==> src/rtl/cache4way_miss_handler_pkg.sv <==
// Shared definitions for the 4-way cache miss handler and its SRAM-like
// front end: geometry constants, FSM encoding and pseudo-LRU helpers.
package cache4way_miss_handler_pkg;

    localparam int BLKIDX_BIT = 4;
    localparam int WRDIDX_BIT = 4;
    localparam int TAG_BIT    = 32 - 2 - WRDIDX_BIT - BLKIDX_BIT;
    localparam int LINE_WORDS = 1 << WRDIDX_BIT;

    typedef enum logic [2:0] {
        ST_IDLE   = 3'd0,
        ST_LOOKUP = 3'd1,
        ST_WB     = 3'd2,
        ST_REFILL = 3'd3,
        ST_META   = 3'd4,
        ST_DONE   = 3'd5,
        ST_UNC    = 3'd6
    } mh_state_t;

    // Victim choice: lowest invalid way first, otherwise follow the PLRU tree.
    // history[0]=1 points at the lower pair (history[1] picks way0/way1),
    // history[0]=0 points at the upper pair (history[2] picks way2/way3).
    function automatic logic [3:0] plru_decode(input logic [3:0] valid,
                                               input logic [2:0] history);
        logic [3:0] victim;
        victim = 4'b0000;
        if (!valid[0]) begin
            victim = 4'b0001;
        end else if (!valid[1]) begin
            victim = 4'b0010;
        end else if (!valid[2]) begin
            victim = 4'b0100;
        end else if (!valid[3]) begin
            victim = 4'b1000;
        end else if (history[0]) begin
            victim = history[1] ? 4'b0001 : 4'b0010;
        end else begin
            victim = history[2] ? 4'b0100 : 4'b1000;
        end
        return victim;
    endfunction

    // History after touching one way: point the tree away from that way.
    function automatic logic [2:0] plru_update(input logic [2:0] history,
                                               input logic [3:0] way);
        logic [2:0] upd;
        case (way)
            4'b1000: upd = {1'b1, history[1], 1'b1};
            4'b0100: upd = {1'b0, history[1], 1'b1};
            4'b0010: upd = {history[2], 1'b1, 1'b0};
            4'b0001: upd = {history[2], 2'b00};
            default: upd = history;
        endcase
        return upd;
    endfunction

endpackage

==> src/rtl/cache4way_miss_handler_plru4_victim.sv <==
// Combinational victim selector for one 4-way set.
module plru4_victim
    import cache4way_miss_handler_pkg::*;
(
    input  logic [3:0] valid,
    input  logic [2:0] history,
    output logic [3:0] victim
);

    assign victim = plru_decode(valid, history);

endmodule

==> src/rtl/cache4way_miss_handler.sv <==
// Miss handler: victim selection, dirty write-back, line refill and
// metadata install for cached misses; single-word uncached accesses.
module cache4way_miss_handler
    import cache4way_miss_handler_pkg::*;
(
    input  logic                    clk,
    input  logic                    rst,
    input  logic                    handler_req,
    input  logic                    handler_cached,
    input  logic                    handler_w,
    input  logic [31:0]             handler_paddr,
    input  logic [BLKIDX_BIT-1:0]   handler_blkidx,
    input  logic [31:0]             handler_wdata,
    input  logic [3:0]              handler_wen,
    output logic                    handler_fin,
    output logic [31:0]             handler_rdata,
    output logic [BLKIDX_BIT-1:0]   mh_blkidx,
    output logic [WRDIDX_BIT-1:0]   mh_wrdidx,
    output logic [127:0]            mh_wdata,
    output logic [15:0]             mh_wen,
    input  logic [127:0]            cache_rdata,
    input  logic [4*TAG_BIT-1:0]    cache_tag_r,
    input  logic [3:0]              cache_valid_r,
    input  logic [3:0]              cache_dirty_r,
    input  logic [2:0]              cache_history_r,
    output logic [3:0]              mh_wen_tag,
    output logic [3:0]              mh_wen_valid,
    output logic [3:0]              mh_wen_dirty,
    output logic [4*TAG_BIT-1:0]    mh_tag_w,
    output logic [3:0]              mh_valid_w,
    output logic [3:0]              mh_dirty_w,
    output logic                    mh_wen_history,
    output logic [2:0]              mh_history_w,
    output logic                    mem_req,
    output logic                    mem_wr,
    output logic [31:0]             mem_addr,
    output logic [31:0]             mem_wdata,
    output logic [3:0]              mem_wstrb,
    input  logic                    mem_ack,
    input  logic [31:0]             mem_rdata
);

    localparam logic [WRDIDX_BIT-1:0] CNT_ZERO = {WRDIDX_BIT{1'b0}};
    localparam logic [WRDIDX_BIT-1:0] CNT_ONE  = {{(WRDIDX_BIT-1){1'b0}}, 1'b1};
    localparam logic [WRDIDX_BIT-1:0] CNT_LAST = {WRDIDX_BIT{1'b1}};

    mh_state_t               state_r, state_s;
    logic [WRDIDX_BIT-1:0]   cnt_r, cnt_s;
    logic [31:0]             paddr_r;
    logic [BLKIDX_BIT-1:0]   blkidx_r;
    logic [31:0]             wdata_r;
    logic [3:0]              wen_r;
    logic                    w_r;
    logic [3:0]              victim_r;
    logic [TAG_BIT-1:0]      vtag_r;
    logic [31:0]             rdata_r;

    logic [3:0]              victim_s;
    logic [TAG_BIT-1:0]      vtag_s;
    logic                    vdirty_s;
    logic [31:0]             wb_word_s;

    plru4_victim u_victim (
        .valid   (cache_valid_r),
        .history (cache_history_r),
        .victim  (victim_s)
    );

    assign handler_rdata = rdata_r;

    // Tag and dirtiness of the way chosen during lookup.
    always_comb begin
        vtag_s = {TAG_BIT{1'b0}};
        for (int i = 0; i < 4; i++) begin
            vtag_s = vtag_s | (victim_s[i] ? cache_tag_r[i*TAG_BIT +: TAG_BIT]
                                           : {TAG_BIT{1'b0}});
        end
        vdirty_s = |(victim_s & cache_valid_r & cache_dirty_r);
    end

    // Word of the latched victim way being written back.
    always_comb begin
        wb_word_s = 32'h0000_0000;
        for (int i = 0; i < 4; i++) begin
            wb_word_s = wb_word_s | (victim_r[i] ? cache_rdata[i*32 +: 32] : 32'h0000_0000);
        end
    end

    // State and word counter registers.
    always_ff @(posedge clk or posedge rst) begin
        if (rst) begin
            state_r <= ST_IDLE;
            cnt_r   <= CNT_ZERO;
        end else begin
            state_r <= state_s;
            cnt_r   <= cnt_s;
        end
    end

    // Request capture, victim capture and uncached read data.
    always_ff @(posedge clk or posedge rst) begin
        if (rst) begin
            paddr_r  <= 32'h0000_0000;
            blkidx_r <= {BLKIDX_BIT{1'b0}};
            wdata_r  <= 32'h0000_0000;
            wen_r    <= 4'h0;
            w_r      <= 1'b0;
            victim_r <= 4'h0;
            vtag_r   <= {TAG_BIT{1'b0}};
            rdata_r  <= 32'h0000_0000;
        end else begin
            if (state_r == ST_IDLE && handler_req) begin
                paddr_r  <= handler_paddr;
                blkidx_r <= handler_blkidx;
                wdata_r  <= handler_wdata;
                wen_r    <= handler_wen;
                w_r      <= handler_w;
            end
            if (state_r == ST_LOOKUP) begin
                victim_r <= victim_s;
                vtag_r   <= vtag_s;
            end
            if (state_r == ST_UNC && mem_ack && !w_r) begin
                rdata_r <= mem_rdata;
            end
        end
    end

    // Next-state, counter and all array/memory port outputs.
    always_comb begin
        state_s        = state_r;
        cnt_s          = cnt_r;
        handler_fin    = 1'b0;
        mh_blkidx      = {BLKIDX_BIT{1'b0}};
        mh_wrdidx      = CNT_ZERO;
        mh_wdata       = 128'h0;
        mh_wen         = 16'h0000;
        mh_wen_tag     = 4'h0;
        mh_wen_valid   = 4'h0;
        mh_wen_dirty   = 4'h0;
        mh_tag_w       = {(4*TAG_BIT){1'b0}};
        mh_valid_w     = 4'h0;
        mh_dirty_w     = 4'h0;
        mh_wen_history = 1'b0;
        mh_history_w   = 3'b000;
        mem_req        = 1'b0;
        mem_wr         = 1'b0;
        mem_addr       = 32'h0000_0000;
        mem_wdata      = 32'h0000_0000;
        mem_wstrb      = 4'h0;
        case (state_r)
            ST_IDLE: begin
                handler_fin = !handler_req;
                if (handler_req) begin
                    state_s = handler_cached ? ST_LOOKUP : ST_UNC;
                end else begin
                    state_s = ST_IDLE;
                end
            end
            ST_LOOKUP: begin
                mh_blkidx = blkidx_r;
                cnt_s     = CNT_ZERO;
                state_s   = vdirty_s ? ST_WB : ST_REFILL;
            end
            ST_WB: begin
                mh_blkidx = blkidx_r;
                mh_wrdidx = cnt_r;
                mem_req   = 1'b1;
                mem_wr    = 1'b1;
                mem_wstrb = 4'hF;
                mem_addr  = {vtag_r, blkidx_r, cnt_r, 2'b00};
                mem_wdata = wb_word_s;
                if (mem_ack && cnt_r == CNT_LAST) begin
                    cnt_s   = CNT_ZERO;
                    state_s = ST_REFILL;
                end else if (mem_ack) begin
                    cnt_s = cnt_r + CNT_ONE;
                end else begin
                    cnt_s = cnt_r;
                end
            end
            ST_REFILL: begin
                mh_blkidx = blkidx_r;
                mh_wrdidx = cnt_r;
                mem_req   = 1'b1;
                mem_addr  = {paddr_r[31:WRDIDX_BIT+2], cnt_r, 2'b00};
                if (mem_ack) begin
                    mh_wen   = {{4{victim_r[3]}}, {4{victim_r[2]}},
                                {4{victim_r[1]}}, {4{victim_r[0]}}};
                    mh_wdata = {4{mem_rdata}};
                    cnt_s    = cnt_r + CNT_ONE;
                    state_s  = (cnt_r == CNT_LAST) ? ST_META : ST_REFILL;
                end else begin
                    cnt_s = cnt_r;
                end
            end
            ST_META: begin
                mh_blkidx      = blkidx_r;
                mh_wen_tag     = victim_r;
                mh_wen_valid   = victim_r;
                mh_wen_dirty   = victim_r;
                mh_tag_w       = {4{paddr_r[31:32-TAG_BIT]}};
                mh_valid_w     = 4'hF;
                mh_dirty_w     = 4'h0;
                mh_wen_history = 1'b1;
                mh_history_w   = plru_update(cache_history_r, victim_r);
                state_s        = ST_DONE;
            end
            ST_DONE: begin
                mh_blkidx   = blkidx_r;
                handler_fin = 1'b1;
                state_s     = ST_IDLE;
            end
            ST_UNC: begin
                mh_blkidx = blkidx_r;
                mem_req   = 1'b1;
                mem_wr    = w_r;
                mem_addr  = paddr_r;
                mem_wdata = w_r ? wdata_r : 32'h0000_0000;
                mem_wstrb = w_r ? wen_r : 4'h0;
                if (mem_ack) begin
                    state_s = ST_DONE;
                end else begin
                    state_s = ST_UNC;
                end
            end
            default: begin
                state_s = ST_IDLE;
                cnt_s   = CNT_ZERO;
            end
        endcase
    end

endmodule

==> config.mk <==
export PLATFORM = sky130hd
export DESIGN_NAME = cache4way_miss_handler
export DESIGN_NICKNAME = d
export VERILOG_FILES = /design/src/rtl/cache4way_miss_handler_pkg.sv /design/src/rtl/cache4way_miss_handler_plru4_victim.sv /design/src/rtl/cache4way_miss_handler.sv
export SDC_FILE = /design/constraint.sdc
export NUM_CORES = 1
export LEC_CHECK = 0
export CAP_MARGIN = 20
export CORE_AREA = 2 2 272 274
export CTS_CLUSTER_DIAMETER = 150
export DETAILED_ROUTE_END_ITERATION = 10
export DIE_AREA = 0 0 274 276
export MAX_ROUTING_LAYER = met4
export PLACE_DENSITY_LB_ADDON = 0.25
export SLEW_MARGIN = 15
export SYNTH_ARGS = -nofsm -noshare
export SYNTH_HDL_FRONTEND = slang
export SYNTH_SLANG_ARGS = --single-unit
==> constraint.sdc <==
create_clock -name clk -period 4.2 [get_ports clk]
set_input_delay 0.84 -clock clk [delete_from_list [all_inputs] [get_ports clk]]
set_output_delay 0.84 -clock clk [all_outputs]
set_load 0.02 [all_outputs]
==> qor.yml <==
start_util: 0.127
finalWeightedCongestion: 0.857
cts_resized: 0
ys_types: 46
fmax_mhz: 257
syn_to_final_growth_pct: 80.7
yosysWarningCount: 0
worst_pin_slew_ns: 0.971
r2r_end: "wdata_r[3]$_DFFE_PP0P_"
final_util: 0.229
post_cts_buffers: 0
cap_violations: 0
cts-root-buf: "clkbuf_16"
dieHeight_um: 276
postSynthCellCount: 956
worstSetupStartpoint: "state_r[2]$_DFFE_PP0P_"
p_comb_frac: 0.582
hp-start: "handler_rdata[23]$_DFFE_PP0P_"
cp_slowest_cell: "clkdlybuf4s50_1"
r2r-start: "state_r[0]$_DFFE_PP0P_"
seqPwrFrac: 0.251
ff2ff_path_depth: 4
crit_required_ns: 3.36
slowest_delay_ns: 0.66
whs_path_depth: 1
rsz0062_at_grt: "false"
p_int_mw: 5.58
drc_errors: 0
cts_tree: "done"
synthTopCellsByArea: "dfrtp_1, buf_4, mux2_2, a22o_1, and2_1"
cp_cell_sequence: "nand2b_1 -> nor2_2 -> buf_4 -> and2_1 -> clkdlybuf4s50_1"
end_kind: "output pin"
drtAntennaViolNets: 0
stdcell_count: 2431
ys_ff_latch: 138
cts_buffers: 17
wire_per_inst_um: 18.7
yosys.area.top_type_share: 0.375
whs_endpoint: "handler_rdata[23]$_DFFE_PP0P_"
synth_area_per_cell_um2: 9.64
p_sw_mw: 4.08
coreArea_um2: 72600
path_class: "reg2out"
htreeDepth: 4
grt_max_degree: 40
fin_crit_ns: 3.89
drt_iter0_markers: 303
die_w_um: 274
timing.final.crit_share: 0.926
clockBufferDepth: 2
cts.sinks: 138
crit_family: "buffers and inverters"
fill_cells: 7871
synth_top_area_cell: "dfrtp_1"
wl_mm: 45.4
crit_buf_inv: 2
timing.hold.ws_ns: 0.484
peakVddDrop_v: 0.000259
slew_viol_final: 0
setup_tns_ns: 0
synthTopCellsByCount: "buf_4, dfrtp_1, mux2_2"
grt_pass1_vias: 9563
antenna_found_initial: 0
synthesis.area_um2: 9220
fin_skew_ns: 0.0244
r2r_slack_ns: 1.81
num_vias: 9067
ios: 704
ctsHoldBuffers: 0
synth_edf_count: 0
final_nets: 1796
power_frac_clock: 0.167
post_drt_via_cell_ratio: 3.73
relSlewSlack: 0.351
rows: 99
p_leak_nw: 6.37
dp_hpwl_mm: 35.7
seq_area_um2: 3460
min_path_type: "reg2reg"
dp.cells: 2397
synth_async_sr_flop_share: 1.00
grt_use_total: 0.120
cts.clk_slew.worst_paths_ns: 0.07
ys.flop_type: "dfrtp_1"
multi_input_area_um2: 4010
synth_seq_area_share: 0.375
cp_data_arrival_time_ns: 3.05
die_area_um2: 75600
status: "completed"
first_pass_iters: 5
yosysMostFrequentCell: "buf_4"
cp-start-kind: "flip-flop"
overflow: 0
setup_viol: 0
pwr_density_cell_nw_per_um2: 580
grt_first_pass_wirelength_mm: 64.8
critPathMaxFanout: 33
io_buffers: 699
hold_viol: 0
final_layout_size_suffix_gt1_frac: 0.127
clk_latency_ns: 0.48
switching_share: 0.423
==> metrics by stage <==
stage	setup WS, ns	total power, mW	instance area, um^2
detailed placement	0.339	8.17	16000
CTS	0.191	9.90	16600
floorplan	1.23	5.35	9230
global route	0.0680	10.3	16600
global placement	0.324	8.14	16000
finish	0.312	9.67	16700
==> worst reg2reg max path: cells and delay by family, from the launching register on <==
kind,cells,cell delay [ns]
AND/OR/NAND/NOR,1,0.88
buffers and inverters,2,0.55
multiplexers,1,0.45
flip-flops,1,0.42
==> power groups by stage <==
stage          clock (mW)  sequential, mW  combinational [mW]
6_report             1.62            2.42                5.63
3_5_place_dp            0            2.45                5.72
5_1_grt              1.76            2.51                6.00
2_1_floorplan           0            2.26                3.10
4_1_cts              1.73            2.43                5.74
3_3_place_gp            0            2.43                5.71
==> state kept, by name, indices dropped and copies added, names as in the netlist <==
signal         cells
handler_rdata     32
paddr_r           32
wdata_r           32
vtag_r            22
blkidx_r           4
cnt_r              4
victim_r           4
wen_r              4
state_r            3
w_r                1
==> layer usage <==
layer / wire [um] / global-route usage / share of wire / vias to the layer above
met1: 18000 / 0.130 / 0.40 / 4432
met5: 0 / - / 0 / -
li1: - / - / - / 4200
met4: 754 / 0.0344 / 0.017 / 0
met2: 24000 / 0.216 / 0.53 / 396
met3: 2680 / 0.0298 / 0.059 / 39
==> layout by cell type (no fill, tap or decap), types with 13 or more instances in the layout <==
cell / Yosys / final
o21ai_0: 41 / 41
a221oi_1: 54 / 54
a21oi_1: 15 / 13
nor2_1: 39 / 37
nand2b_1: 24 / 24
nand2_1: 69 / 68
a31oi_1: 23 / 22
a22o_1: 58 / 58
clkbuf_16: 0 / 17
and2_1: 76 / 76
clkdlybuf4s50_1: 0 / 698
dfrtp_1: 138 / 135
buf_4: 191 / 35
mux2_2: 102 / 102
==> worst max-delay path by stage <==
stage	endpoint	depth (start not counted)
finish	mh_tag_w[55]	5
global route	mh_tag_w[78]	5
CTS	mem_wdata[31]	6
detailed placement	mem_wdata[5]	6
global placement	mem_wdata[5]	6
floorplan	mh_wdata[100]	6
==> cells by family after synthesis <==
family / share of synthesized area
buffers and inverters: 0.195
other: 0.000407
AO/OA/AOI/OAI: 0.168
AND/OR/NAND/NOR: 0.129
multiplexers: 0.129
flip-flops: 0.375
XOR/XNOR: 0.00190
adder cells (fa/ha/maj): 0.00136
==> cell type report <==
class / count / area share
timing repair buffer: 738 / 0.441
multi-input combinational: 555 / 0.241
inverter: 8 / 0.00203
sequential: 138 / 0.208
tap: 959 / 0.0721
clock inverter: 13 / 0.0101
antenna: 2 / 0.000301
clock buffer: 18 / 0.0258
Power figures use the tool's default switching activity.
